===== src/rtl/icache_direct_mapped.sv =====
// rtl/icache_direct_mapped.sv - direct-mapped read-only instruction cache with block refill
// Optional hit/miss counters are built when ICACHE_STATS_EN is defined.
module icache_direct_mapped #(
  parameter int ADDR_W          = 10,
  parameter int NUM_LINES       = 8,
  parameter int WORDS_PER_BLOCK = 4
) (
  input  logic                                              CLK,
  input  logic                                              RESET,
  input  logic [ADDR_W-1:0]                                 PC,
  output logic [31:0]                                       INSTRUCTION,
  output logic                                              BUSYWAIT,
  output logic                                              mem_read,
  output logic [ADDR_W-3-$clog2(WORDS_PER_BLOCK):0]         mem_address,
  input  logic [32*WORDS_PER_BLOCK-1:0]                     mem_readdata,
  input  logic                                              mem_busywait
`ifdef ICACHE_STATS_EN
  ,
  output logic [15:0]                                       HIT_COUNT,
  output logic [15:0]                                       MISS_COUNT
`endif
);

  localparam int OFF_W  = $clog2(WORDS_PER_BLOCK);
  localparam int OFF_WS = (OFF_W > 0) ? OFF_W : 1;
  localparam int IDX_W  = $clog2(NUM_LINES);
  localparam int TAG_W  = ADDR_W - 2 - OFF_W - IDX_W;
  localparam int BLK_W  = 32 * WORDS_PER_BLOCK;
  localparam int BA_W   = TAG_W + IDX_W;

  typedef enum logic [1:0] {IDLE, MEM_READ, UPDATE} state_t;

  state_t               state_q, state_d;
  logic [NUM_LINES-1:0] valid_q;
  logic [TAG_W-1:0]     tag_q  [NUM_LINES];
  logic [BLK_W-1:0]     data_q [NUM_LINES];
  logic [BA_W-1:0]      blk_addr_q;
  logic [BLK_W-1:0]     fill_q;

  logic [TAG_W-1:0]  tag;
  logic [IDX_W-1:0]  index;
  logic [OFF_WS-1:0] offset;
  logic [IDX_W-1:0]  fill_index;
  logic [TAG_W-1:0]  fill_tag;
  logic              hit;
  logic              latch_en, capture_en, install_en;
  logic              unused_pc_bits;

  assign tag        = PC[ADDR_W-1 -: TAG_W];
  assign index      = PC[OFF_W+2 +: IDX_W];
  assign fill_index = blk_addr_q[IDX_W-1:0];
  assign fill_tag   = blk_addr_q[BA_W-1 -: TAG_W];
  assign unused_pc_bits = ^PC[1:0];

  generate
    if (OFF_W > 0) begin : g_offset
      assign offset = PC[2 +: OFF_WS];
    end else begin : g_no_offset
      assign offset = '0;
    end
  endgenerate

  assign hit = valid_q[index] && (tag_q[index] == tag);
  assign INSTRUCTION = RESET ? data_q[index][offset*32 +: 32] : 32'd0;

  always_ff @(posedge CLK) begin
    if (!RESET) begin
      state_q <= IDLE;
      valid_q <= '0;
    end else begin
      state_q <= state_d;
      if (install_en) valid_q[fill_index] <= 1'b1;
    end
  end

  // Data-path registers carry no reset; the FSM alone decides what gets installed.
  always_ff @(posedge CLK) begin
    if (latch_en)   blk_addr_q <= {tag, index};
    if (capture_en) fill_q     <= mem_readdata;
    if (install_en && RESET) begin
      tag_q[fill_index]  <= fill_tag;
      data_q[fill_index] <= fill_q;
    end
  end

  always_comb begin
    state_d     = state_q;
    BUSYWAIT    = 1'b0;
    mem_read    = 1'b0;
    mem_address = '0;
    latch_en    = 1'b0;
    capture_en  = 1'b0;
    install_en  = 1'b0;
    case (state_q)
      IDLE: begin
        BUSYWAIT = !hit;
        if (!hit) begin
          latch_en = 1'b1;
          state_d  = MEM_READ;
        end
      end
      MEM_READ: begin
        mem_read    = 1'b1;
        mem_address = blk_addr_q;
        BUSYWAIT    = 1'b1;
        if (!mem_busywait) begin
          capture_en = 1'b1;
          state_d    = UPDATE;
        end
      end
      UPDATE: begin
        BUSYWAIT   = 1'b1;
        install_en = 1'b1;
        state_d    = IDLE;
      end
      default: state_d = IDLE;
    endcase
    if (!RESET) begin
      BUSYWAIT    = 1'b0;
      mem_read    = 1'b0;
      mem_address = '0;
    end
  end

`ifdef ICACHE_STATS_EN
  logic [15:0] hit_cnt_q, miss_cnt_q;

  always_ff @(posedge CLK) begin
    if (!RESET) begin
      hit_cnt_q  <= '0;
      miss_cnt_q <= '0;
    end else begin
      if (state_q == IDLE && hit && hit_cnt_q != 16'hFFFF) hit_cnt_q <= hit_cnt_q + 16'd1;
      if (latch_en && miss_cnt_q != 16'hFFFF) miss_cnt_q <= miss_cnt_q + 16'd1;
    end
  end

  assign HIT_COUNT  = hit_cnt_q;
  assign MISS_COUNT = miss_cnt_q;
`endif

endmodule


===== config.mk =====
export PLATFORM = sky130hd
export DESIGN_NAME = icache_direct_mapped
export DESIGN_NICKNAME = d
export VERILOG_FILES = /design/src/rtl/icache_direct_mapped.sv
export SDC_FILE = /design/constraint.sdc
export NUM_CORES = 1
export LEC_CHECK = 0
export BUFFER_PORTS_ARGS = -buffer_cell sky130_fd_sc_hd__buf_2
export CORE_MARGIN = 4
export CORE_UTILIZATION = 55
export CTS_CLUSTER_SIZE = 25
export DETAILED_ROUTE_END_ITERATION = 6
export PLACE_DENSITY_LB_ADDON = 0.12
export SYNTH_ARGS = -nofsm -noshare
export SYNTH_HDL_FRONTEND = slang
export SYNTH_SLANG_ARGS = --single-unit

===== constraint.sdc =====
create_clock -name CLK -period 10.55 [get_ports CLK]
set_clock_uncertainty 0.2 [all_clocks]
set_input_delay 1.055 -clock CLK [delete_from_list [all_inputs] [get_ports CLK]]
set_output_delay 1.055 -clock CLK [all_outputs]
set_load 0.01 [all_outputs]

Yosys cells after proc, flatten, opt, wreduce, memory -nomap -nowiden
Memory sizes are Yosys's and may differ from the RTL's.
Cells that the tools add are included.
{ "op_classes": {"reduce_logical": 7, "n_eq_ne": 5, "n_lt_le_gt_ge": 3, "mux": 21, "shift": 1, "bitwise_logic": 1} }
{ "ops": {"columns": ["operator", "n"], "rows": [
  ["$shiftx A128 B8 Y32", 1],
  ["$mux W32", 1],
  ["$mux W1", 12],
  ["$mux W6", 2],
  ["$lt A3 B4 Y1 const B", 2],
  ["$or A8 B8 Y8", 1],
  ["$mux W2", 2],
  ["$ne A2 B2 Y1 const B", 2],
  ["$pmux W2 S2", 1],
  ["$bmux W1 S3", 1],
  ["$demux W1 S3", 1],
  ["$eq A3 B3 Y1", 1],
  ["$ge A3 B1 Y1 const B", 1],
  ["$logic_and A1 B1 Y1", 3],
  ["$eq A2 B1 Y1 const B", 1],
  ["$eq A2 B2 Y1 const B", 1],
  ["$logic_not A2 Y1", 1],
  ["$pmux W1 S2", 1],
  ["$reduce_and A2 Y1", 1],
  ["$reduce_or A2 Y1", 1],
  ["$logic_not A1 Y1", 1]
]} }
{ "totals": {"n_memories": 2, "ram_bits": 1048, "output_inout_bits": 40, "register_bits": 144} }
{ "mem_list": {"columns": ["name", "words", "word_bits", "read_ports", "rd_ports_with_merged_regs", "wr", "line", "source"], "rows": [
  ["data_q", 8, 128, 1, 0, 1, "36", "logic [BLK_W-1:0] data_q [NUM_LINES];"],
  ["tag_q", 8, 3, 1, 0, 1, "35", "logic [TAG_W-1:0] tag_q [NUM_LINES];"]
]} }

Longest topological paths before layout
{ "logic_depth": {"word_depth": 6, "mapped_depth": 8} }

Least setup slack after synthesis
Ideal clock, no wire load.
{ "synth_timing": {"kind": "input to register", "start": "input port RESET", "end": "memory data_q[4][0] (netlist name) (enable)", "setup_time_ns": 0.784, "path_buffers": 1, "cell_stages": 3, "arrival_ns": 10.345, "slack_ns": -0.779, "cell_sequence": "clkbuf_1 nand3_1 nor3_1"} }
{ "synth_via": {"elab_chain_cells": 3} }
{ "synth_lines": {"columns": ["element", "line", "source"], "rows": [
  ["start, declared", "9", "input logic RESET,"],
  ["$logic_and A1 B1 Y1", "80", "if (install_en && RESET) begin"],
  ["$mux W1", "80", null],
  ["$mux W1 (implied by the code)", "82", "data_q[fill_index] <= fill_q;"],
  ["end, declared", "36", null]
]} }
Every way passes these cells.

Final worst setup path
{ "layout_timing": {"start": "input port PC[5]", "end": "output port INSTRUCTION[2]"} }
{ "layout_via": {"elab_chain_cells": 3} }
{ "layout_lines": {"columns": ["element", "line", "source"], "rows": [
  ["start, declared", "10", "input logic [ADDR_W-1:0] PC,"],
  ["$mem_v2 Z8 W128", null, null],
  ["$shiftx A128 B8 Y32", "64", "assign INSTRUCTION = RESET ? data_q[index][offset*32 +: 32] : 32'd0;"],
  ["$mux W32", "64", null],
  ["end, declared", "11", "output logic [31:0] INSTRUCTION,"]
]} }
Every way passes these cells.

==> results.json <==
{
  "worst_ep_required_time_ps": 9300,
  "fp-row-count": 103,
  "gpl.final_weighted_congestion": 0.738,
  "clkSinkCount": 1192,
  "timing_worst_slew_pin_value_ps": 1140,
  "internal_power_mw": 7.76,
  "dp_cells": 2900,
  "cp_common_cell": "mux4_2",
  "layout_common_cells": "edfxtp_1 (1182), mux4_2 (325), buf_2 (174)",
  "synthArstFlopShare_pct": 0,
  "synth_largest_area_cell": "edfxtp_1",
  "clock_power_share_pct": 39.8,
  "ys_types": 27,
  "post_cts_resized": 0,
  "cts_root_buffer": "clkbuf_16",
  "max_slew_violation_total_from_the_final_report": 0,
  "die_w_um": 292,
  "die_height_um": 292,
  "synth_top_cell_area_share_pct": 79.9,
  "worst_r2r_startpoint": "state_q[0]",
  "ff2ff_setup_slack_ps": 6490,
  "place.port_buffers": 178,
  "cts-root-to-sink-buffers": 3,
  "report.final.hold_viol_count": 0,
  "clkSlewWorstSetupHoldPaths_ps": 60,
  "max_freq_mhz": 180,
  "areaGrowthSynthToFinish_pct": 13.1,
  "slew_headroom_pct": 23.9,
  "yosys_warnings": 0,
  "critical_path_arrival_ps": 4290,
  "hold_ws_ps": 253,
  "grt_antenna_before_repair": 3,
  "starting_drt_drc_count": 1753,
  "peakVddDrop_uv": 189,
  "min_delay_worst_endpoint": "valid_q[5]",
  "grt_start_max_net_pins": 133,
  "leakagePower_nw": 16.1,
  "hpwl_um": 44000,
  "worstSetupPathType": "in2out",
  "initial_utilization_pct": 55.9,
  "wire_per_inst_um": 28.2,
  "cts_setup_buffers": 0,
  "ant_nets": 0,
  "firstDrtPassIters": 5,
  "outcome": "completed",
  "worstPathMaxFanout": 118,
  "layout_commonest_cell": "edfxtp_1",
  "clkLatencyLatePin_ps": 660,
  "dr_vias_cell": 6.02,
  "floorplan_die_area_um2": 85400,
  "dr_total_vias": 18800,
  "globalRouteTotalUtil_pct": 20.9,
  "drc": 0,
  "post_route_cells_drive_above_1_share_pct": 34.2,
  "power_mw": 9.78,
  "min_period_over_period_pct": 52.6,
  "cts_inserted_buffers": 115,
  "switchingPower_mw": 2.02,
  "timing.setup.tns_ps": 0,
  "grt_pass1_wl_um": 132000,
  "synth_seq_cells": 1192,
  "synth.yosys.seq_area_share_pct": 80.4,
  "setup-violations-final": 0,
  "min_path_type": "reg2reg",
  "power.share.combinational_pct": 4.6,
  "ys_dominant_reg_cell": "edfxtp_1",
  "drv.max_cap_violation_count": 0,
  "globalRoute.totalOverflow": 0,
  "antenna_diode_count": 0,
  "synth-edff-count": 1182,
  "synthesis.nets": 1877,
  "power-per-cell-area_nw_per_um2": 195,
  "tritoncts_clock_tree": "done",
  "top_level_ports": 181,
  "timing.critical_path.to_type": "output port",
  "drt-total-wl_um": 87900,
  "postSynthAreaPerCell_um2": 25.7,
  "seq_power_share_pct": 55.6,
  "syn_inst_count": 1730,
  "min-delay-start": "valid_q[5]",
  "switching_share_pct": 20.7,
  "first_global_vias": 20000,
  "cts-htree-levels": 3,
  "timing.rr.end": "data_q[1][62]",
  "cp_cell_sequence": "buf_8, buf_4, mux4_2, mux4_2, mux2i_1, nor2b_1, buf_2",
  "final.min_clock_period_ps": 5550,
  "holdBufCountCts": 0,
  "final-instance-count-excl-fill": 3115,
  "timing.reg2reg.worst_path_depth": 6,
  "unrepaired_setup_endpoints_after_global_routing": "false",
  "cp_slowest_cell": "buf_4",
  "max_stage_delay_ps": 890,
  "fin_nets": 2114,
  "design.core.area_um2": 79500,
  "min_path_cells": 1,
  "crit_path_start": "PC[5]",
  "post_synth_main_area_contributors": "edfxtp_1 (80%), mux4_2 (16%), mux2i_1 (1.0%)",
  "worst_setup_path_start_kind": "primary input",
  "synth.cell_area_um2": 44400
}
## flip-flops by register name, summed over array words and instances (netlist names)
| signal | count |
|---|---|
| fill_q | 128 |
| tag_q | 24 |
| valid_q | 8 |
| data_q | 1024 |
| blk_addr_q | 6 |
| state_q | 2 |
## per-stage QoR
| stage | setup WS (ps) | instance area, um^2 | utilization (%) |
|---|---|---|---|
| after global placement | 4930 | 46600 | 58.6 |
| after detailed placement | 4930 | 46600 | 58.6 |
| after CTS | 4940 | 50200 | 63.1 |
| after global routing | 4750 | 50200 | 63.1 |
| final | 5000 | 50200 | 63.1 |
| after floorplan | 2760 | 44400 | - |
## synthesized netlist by cell type (all sizes together) (2+ instances only)
master  number
mux4       325
mux2i       46
buf         52
edfxtp    1182
and3         6
nor2         6
nor2b       33
dfxtp       10
nand2        5
inv          3
clkbuf      32
and2         2
ha           6
xor2         3
a21o         8
nor3         2
nand2b       2
## power by group through the flow
stage	logic [mW]	clock network, mW	registers [mW]
5_1_grt	0.483	4.19	5.45
2_1_floorplan	0.288	0	5.52
3_5_place_dp	0.462	0	5.54
4_1_cts	0.464	3.98	5.44
3_3_place_gp	0.459	0	5.53
6_report	0.449	3.89	5.44
## metal layers
layer	global-route usage, %	share of wire [%]	wire, um
met5	0	0.015	13
met4	4.73	1.9	1670
met3	4.50	6.2	5410
met2	34.4	50	44100
met1	29.7	42	36700
## layout make-up
class / instances / area [um^2]
Multi-Input combinational cell: 451 / 8390
Inverter: 3 / 11.3
Tap cell: 1050 / 1310
Timing Repair Buffer: 204 / 1200
Clock buffer: 133 / 2950
Fill cell: 5310 / 29300
Clock inverter: 82 / 656
Sequential cell: 1192 / 35700
## how the worst max path moves through the flow
stage,to,slack (ps),depth (start not counted)
after floorplan,data_q[7][0],2760,3
after global placement,INSTRUCTION[3],4930,7
after detailed placement,INSTRUCTION[19],4930,7
after CTS,INSTRUCTION[19],4940,7
after global routing,INSTRUCTION[19],4750,7
final,INSTRUCTION[2],5000,7
## worst max-delay path, delay by kind of cell
kind | cells | cell delay, ps
muxes | 3 | 1170
and+or+nand+nor | 1 | 150
buffers and inverters | 3 | 1780
## logic make-up (layout without fill, tap and decap cells)
| group | Yosys count | count (layout) | synth area share (%) |
|---|---|---|---|
| AOI/OAI and AO/OA | 10 | 10 | 0.169 |
| xor gates and xnor gates | 3 | 3 | 0.0592 |
| DFF | 1192 | 1192 | 80.4 |
| muxes | 372 | 372 | 17.5 |
| adders and majority gates | 6 | 6 | 0.169 |
| buffers and inverters | 87 | 422 | 0.904 |
| and+or+nand+nor | 60 | 60 | 0.780 |
Power figures use the tool's default switching activity.
